### src/rtl/segre_pkg.sv
// segre_pkg: shared core constants plus branch-controller state and alignment definitions.
package segre_pkg;

    localparam int WORD_SIZE = 32;
    localparam int BR_STAT_W = 32;
    localparam logic [1:0] PC_ALIGN_MASK = 2'b11;

    typedef enum logic [1:0] {BR_IDLE, BR_DRAIN, BR_REDIRECT} br_ctrl_state_e;

endpackage

### src/rtl/segre_br_stats.sv
// segre_br_stats: three saturating event counters for the branch controller.
module segre_br_stats #(
    parameter int W = 32
) (
    input  logic         clk_i,
    input  logic         rst_i,
    input  logic         inc_resolved_i,
    input  logic         inc_taken_i,
    input  logic         inc_flush_i,
    output logic [W-1:0] resolved_o,
    output logic [W-1:0] taken_o,
    output logic [W-1:0] flush_cyc_o
);

    logic [W-1:0] r_resolved, r_taken, r_flush;

    always_ff @(posedge clk_i) begin
        if (rst_i) begin
            r_resolved <= '0;
            r_taken    <= '0;
            r_flush    <= '0;
        end else begin
            if (inc_resolved_i && !(&r_resolved)) r_resolved <= r_resolved + 1'b1;
            if (inc_taken_i && !(&r_taken)) r_taken <= r_taken + 1'b1;
            if (inc_flush_i && !(&r_flush)) r_flush <= r_flush + 1'b1;
        end
    end

    assign resolved_o  = r_resolved;
    assign taken_o     = r_taken;
    assign flush_cyc_o = r_flush;

endmodule

### src/rtl/segre_branch_ctrl.sv
// segre_branch_ctrl: squashes IF/ID on a taken branch, drains fetch, then issues one PC redirect.
// Statistics counters are present only when SEGRE_BR_STATS_EN is defined.
module segre_branch_ctrl #(
    parameter int WORD_SIZE = segre_pkg::WORD_SIZE,
    parameter int STAT_W    = segre_pkg::BR_STAT_W
) (
    input  logic                 clk_i,
    input  logic                 rst_i,
    input  logic                 ex_br_valid_i,
    input  logic                 ex_tkbr_i,
    input  logic [WORD_SIZE-1:0] ex_target_i,
    input  logic                 ex_stall_i,
    input  logic                 if_busy_i,
    input  logic                 if_rsp_valid_i,
    input  logic                 if_ready_i,
    output logic                 flush_if_o,
    output logic                 flush_id_o,
    output logic                 drop_rsp_o,
    output logic                 pc_redirect_o,
    output logic [WORD_SIZE-1:0] pc_target_o,
    output logic                 br_busy_o,
    output logic                 misaligned_o,
    output logic [STAT_W-1:0]    stat_resolved_o,
    output logic [STAT_W-1:0]    stat_taken_o,
    output logic [STAT_W-1:0]    stat_flush_cyc_o
);

    import segre_pkg::*;

    br_ctrl_state_e       r_state, w_next;
    logic [WORD_SIZE-1:0] r_target;
    logic                 w_accept, w_taken, w_misaligned, w_go;

    assign w_accept     = (r_state == BR_IDLE) && ex_br_valid_i && !ex_stall_i;
    assign w_taken      = w_accept && ex_tkbr_i;
    assign w_misaligned = w_taken && |(ex_target_i[1:0] & PC_ALIGN_MASK);
    assign w_go         = w_taken && !w_misaligned;

    always_ff @(posedge clk_i) begin
        if (rst_i) begin
            r_state  <= BR_IDLE;
            r_target <= '0;
        end else begin
            r_state <= w_next;
            if (w_go) r_target <= ex_target_i;
        end
    end

    always_comb begin
        w_next = (r_state == BR_IDLE)  ? (w_go ? (if_busy_i ? BR_DRAIN : BR_REDIRECT) : BR_IDLE) :
                 (r_state == BR_DRAIN) ? (if_rsp_valid_i ? BR_REDIRECT : BR_DRAIN) :
                                         (if_ready_i ? BR_IDLE : BR_REDIRECT);
    end

    // A response coinciding with the accepting cycle is dropped together with the flush.
    always_comb begin
        flush_if_o    = w_go || (r_state != BR_IDLE);
        flush_id_o    = w_go;
        drop_rsp_o    = (r_state == BR_DRAIN) || (w_go && if_busy_i && if_rsp_valid_i);
        pc_redirect_o = (r_state == BR_REDIRECT);
        pc_target_o   = (r_state == BR_REDIRECT) ? r_target : '0;
        br_busy_o     = (r_state != BR_IDLE);
        misaligned_o  = w_misaligned;
    end

`ifdef SEGRE_BR_STATS_EN
    segre_br_stats #(.W(STAT_W)) u_stats (
        .clk_i          (clk_i),
        .rst_i          (rst_i),
        .inc_resolved_i (w_accept),
        .inc_taken_i    (w_taken),
        .inc_flush_i    (flush_if_o),
        .resolved_o     (stat_resolved_o),
        .taken_o        (stat_taken_o),
        .flush_cyc_o    (stat_flush_cyc_o)
    );
`else
    assign stat_resolved_o  = '0;
    assign stat_taken_o     = '0;
    assign stat_flush_cyc_o = '0;
`endif

endmodule

### config.mk
export PLATFORM = sky130hd
export DESIGN_NAME = segre_branch_ctrl
export DESIGN_NICKNAME = d
export VERILOG_FILES = /design/src/rtl/segre_pkg.sv /design/src/rtl/segre_br_stats.sv /design/src/rtl/segre_branch_ctrl.sv
export SDC_FILE = /design/constraint.sdc
export NUM_CORES = 1
export LEC_CHECK = 0
export BUFFER_PORTS_ARGS = -buffer_cell sky130_fd_sc_hd__clkbuf_2
export CORE_MARGIN = 3
export CORE_UTILIZATION = 44
export DETAILED_ROUTE_END_ITERATION = 6
export GPL_TIMING_DRIVEN = 0
export PLACE_DENSITY = 0.93
export SLEW_MARGIN = 30
export SYNTH_ARGS = -nofsm -noshare
export SYNTH_HDL_FRONTEND = slang
export SYNTH_SLANG_ARGS = --single-unit
### constraint.sdc
create_clock -name clk_i -period 3.05 [get_ports clk_i]
set_clock_uncertainty 0.05 [all_clocks]
set_input_delay 0.305 -clock clk_i [delete_from_list [all_inputs] [get_ports clk_i]]
set_output_delay 0.305 -clock clk_i [all_outputs]
set_load 0.05 [all_outputs]
Word-level counts from Yosys, hierarchy flattened
Index checks and enable logic that the tools add are counted.
{"block": "totals", "output_inout_bits": 134, "in_bits": 40, "elab_cells": 25, "reg_bits": 34}
{"block": "classes", "reduce_logical": 14, "n_eq_ne": 2, "muxes": 7}
{"cell": "2-to-1 mux 32 bit", "n": 1}
{"cell": "2-to-1 mux 2 bit", "n": 6}
{"cell": "logical AND 1 bit", "n": 7}
{"cell": "== test 2 x 1 -> 1 bit, second input constant", "n": 1}
{"cell": "== test 2 bit, second input constant", "n": 1}
{"cell": "zero test 1 bit", "n": 2}
{"cell": "zero test 2 bit", "n": 1}
{"cell": "logical OR 1 bit", "n": 2}
{"cell": "nonzero test 2 bit", "n": 1}
{"cell": "OR reduction 2 bit", "n": 1}

Depth between registers and ports, before layout
{"block": "logic_depth", "ltp_word": 10, "mapped_depth": 5}

Worst setup path after synthesis
No wires, ideal clock.
{"block": "synth_path", "path_type": "input port to output port", "from": "input port ex_target_i[0]", "to": "output port flush_if_o", "required_ns": 2.695, "path_buffers": 1, "t_arrival_ns": 2.153, "path_stages": 3, "slack_ns": 0.542, "path_cell_list": "or4_4 clkbuf_1 o21ai_0"}
{"block": "synth_between", "elab_chain_len": 5}
{"element": "start: declaration", "line": "segre_branch_ctrl.sv:11", "text": "input logic [WORD_SIZE-1:0] ex_target_i,"}
{"element": "OR reduction 2 bit", "line": "segre_branch_ctrl.sv:36", "text": "assign w_misaligned = w_taken && |(ex_target_i[1:0] & PC_ALIGN_MASK);"}
{"element": "logical AND 1 bit", "line": "segre_branch_ctrl.sv:36"}
{"element": "zero test 1 bit", "line": "segre_branch_ctrl.sv:37", "text": "assign w_go = w_taken && !w_misaligned;"}
{"element": "logical AND 1 bit", "line": "segre_branch_ctrl.sv:37"}
{"element": "logical OR 1 bit", "line": "segre_branch_ctrl.sv:57", "text": "flush_if_o = w_go || (r_state != BR_IDLE);"}
{"element": "end: declaration", "line": "segre_branch_ctrl.sv:16", "text": "output logic flush_if_o,"}
Every way passes these cells.

Worst setup path in the final report
{"block": "layout_path", "from": "register r_state[1]", "to": "output port pc_target_o[30]"}
{"block": "layout_between", "elab_chain_len": 2}
{"element": "start: declaration", "line": "segre_branch_ctrl.sv:30", "text": "br_ctrl_state_e r_state, w_next;"}
{"element": "start signal: assignment", "line": "segre_branch_ctrl.sv:44", "text": "r_state <= w_next;"}
{"element": "== test 2 bit", "line": "segre_branch_ctrl.sv:61", "text": "pc_target_o = (r_state == BR_REDIRECT) ? r_target : '0;"}
{"element": "2-to-1 mux 32 bit", "line": "segre_branch_ctrl.sv:61"}
{"element": "end: declaration", "line": "segre_branch_ctrl.sv:20", "text": "output logic [WORD_SIZE-1:0] pc_target_o,"}
Every way passes these cells.

==> flow_summary.json <==
{
  "crit_end": "pc_target_o[30]",
  "rrSetupSlack_ps": 1390,
  "relSlewSlack_pct": 65.68,
  "fin_tns_setup_ps": 0,
  "ant_nets": 0,
  "finalInstanceArea_mm2": 0.003229,
  "grt_max_degree": 11,
  "critPathMaxFanout": 10,
  "gp_congestion": 0.7927,
  "power_switching_uw": 486.1,
  "grt.overflow.total": 0,
  "cp-end-kind": "output port",
  "coreArea_mm2": 0.004911,
  "grt_pass1_vias": 2068,
  "leakage_uw": 0.001731,
  "dp_hpwl_um": 5032,
  "hold_viol_final": 0,
  "postCtsHoldBufs": 0,
  "pwr-share-seq_pct": 36.6,
  "r2r-start": "r_state[1]",
  "yosysSeqAreaShare_pct": 29.37,
  "crit_path_start": "r_state[1]",
  "syn_to_final_growth_pct": 39.36,
  "combPwrFrac_pct": 36.3,
  "cts_setup_buffers": 0,
  "ir_worst_vdd_mv": 0.2628,
  "layout-drive-gt1-share_pct": 37.95,
  "crit_arrival_ps": 1930,
  "critical_path_class": "flop to output port",
  "antennaDiodeCount": 0,
  "synth_warnings": 0,
  "power.clock.fraction_pct": 27.1,
  "fin_util_pct": 65.76,
  "period_needed_ps": 2283,
  "rows": 25,
  "antenna_found_initial": 0,
  "min_path_type": "input port to flop",
  "worst_skew_pair.late_latency_ps": 270,
  "vias_per_cell": 4.268,
  "r2r_cells": 4,
  "io_buffer_count": 76,
  "p_sw_share_pct": 39.46,
  "met1Wirelength_um": 2300,
  "maxCapViolCount": 0,
  "initial_utilization_pct": 47.18,
  "synth_cells": 298,
  "dieHeight_um": 78.57,
  "rsz0062_at_grt": "no",
  "path_clk_slew_ps": 70,
  "dr_wl_met3_um": 577,
  "syn-cell-area_mm2": 0.002317,
  "dpl_cell_area_mm2": 0.003138,
  "synth_area_per_cell_um2": 7.776,
  "nets": 516,
  "start_kind": "flop",
  "worst_slew_pin_slew_ps": 514.7,
  "io_pins": 174,
  "p_int_uw": 745.8,
  "globalRouteTotalUtil_pct": 19.04,
  "fmax_mhz": 438.1,
  "ys_ff_latch": 34,
  "cts_buffers": 5,
  "die_width_um": 78.57,
  "die_area_mm2": 0.006173,
  "finalSetupViolCount": 0,
  "finalWirelength_um": 6205,
  "clockBufferDepth": 2,
  "via_count": 2322,
  "cts_resized": 0,
  "layout_common_cells": "buf_4, conb_1, clkbuf_2",
  "wl_met2_um": 3300,
  "post-route-period-util_pct": 74.84,
  "first_pass_iters": 4,
  "ys_types": 20,
  "cts.sinks": 34,
  "grt_pass1_wl_um": 9425,
  "htree_levels": 2,
  "pwr_density_cell_mw_per_mm2": 381.5,
  "wl_per_cell_um": 11.41,
  "cts_tree": "yes",
  "first_iter_violations": 87,
  "highest_layer": "met4",
  "crit_required_ps": 2690,
  "status": "complete, no violations",
  "post-route-drc-count": 0,
  "slew_viol_final": 0,
  "reg2reg_to": "r_target[21]",
  "clock-root-buffer": "clkbuf_8"
}
-- sequential cells by signal, indices dropped and copies added, names as in the netlist --
| signal | cells |
|---|---|
| r_state | 2 |
| r_target | 32 |
-- layer usage --
metal  vias up  global-route usage [%]
met3         4                   5.275
met2       119                   36.59
met4         0                   2.622
met1      1021                   21.03
li1       1178                       -
met5         -                       0
-- cell usage after synthesis --
cell / count / share of area (%)
buf_4: 96 / 31
dfxtp_1: 34 / 29
a21oi_1: 32 / 6.9
and2_1: 32 / 8.6
o21ai_0: 31 / 6.7
nand4_1: 30 / 8.1
clkbuf_1: 23 / 3.7
nor2_1: 4 / 0.65
nor2b_1: 3 / 0.81
nor3b_1: 3 / 0.97
a31o_2: 1 / 0.38
a41oi_1: 1 / 0.38
and3_1: 1 / 0.27
and3b_1: 1 / 0.38
conb_1: 1 / 0.16
inv_1: 1 / 0.16
nand3b_1: 1 / 0.32
nor3_1: 1 / 0.22
or3_1: 1 / 0.27
or4_4: 1 / 0.49
-- kinds of logic after synthesis --
group	Yosys count	share of synthesized area, %
other cells	1	0.1618
compound gates	65	14.36
buf+inv	120	34.99
simple gates	78	21.11
flops	34	29.37
-- stage by stage --
step / std cells / worst slack, ps / total power (uW) / hold WS [ps]
2_1_floorplan: 393 / 541.6 / 856.7 / 394.6
3_3_place_gp: 536 / 975.0 / 897.9 / 402.4
3_5_place_dp: 536 / 966.8 / 899.3 / 409.1
4_1_cts: 544 / 745.4 / 1234 / 201.3
5_1_grt: 544 / 618.5 / 1280 / 211.9
6_report: 544 / 767.5 / 1232 / 208.2
-- worst min-delay path by stage --
stage | start | to | cells past startpoint
final | ex_target_i[4] | r_target[4] | 3
after global placement | r_target[18] | r_target[18] | 2
after CTS | ex_target_i[7] | r_target[7] | 3
after global routing | ex_target_i[20] | r_target[20] | 3
after detailed placement | r_target[24] | r_target[24] | 2
after floorplan | r_target[10] | r_target[10] | 2
-- cell type report --
| type | count | area, um^2 |
|---|---|---|
| Clock buffer | 7 | 86.33 |
| Buffer | 119 | 807.0 |
| Fill cell | 474 | 1682 |
| Clock inverter | 1 | 5.005 |
| Inverter | 1 | 3.754 |
| Timing Repair Buffer | 76 | 380.4 |
| Multi-Input combinational cell | 239 | 1182 |
| Tap cell | 67 | 83.83 |
| Sequential cell | 34 | 680.7 |
-- power by group through the flow --
stage          Clock (uW)  Sequential (uW)  Combinational, uW
2_1_floorplan           0              461                396
3_3_place_gp            0              461                437
3_5_place_dp            0              461                438
4_1_cts               344              451                438
5_1_grt               360              452                469
6_report              334              451                447
-- worst max-delay path, stage by stage (launching register included) --
cell and delay, ps:
dfxtp_1 420, nor2b_1 360, clkbuf_1 390, and2_1 200
clkbuf_2 270
Power figures use the tool's default switching activity.
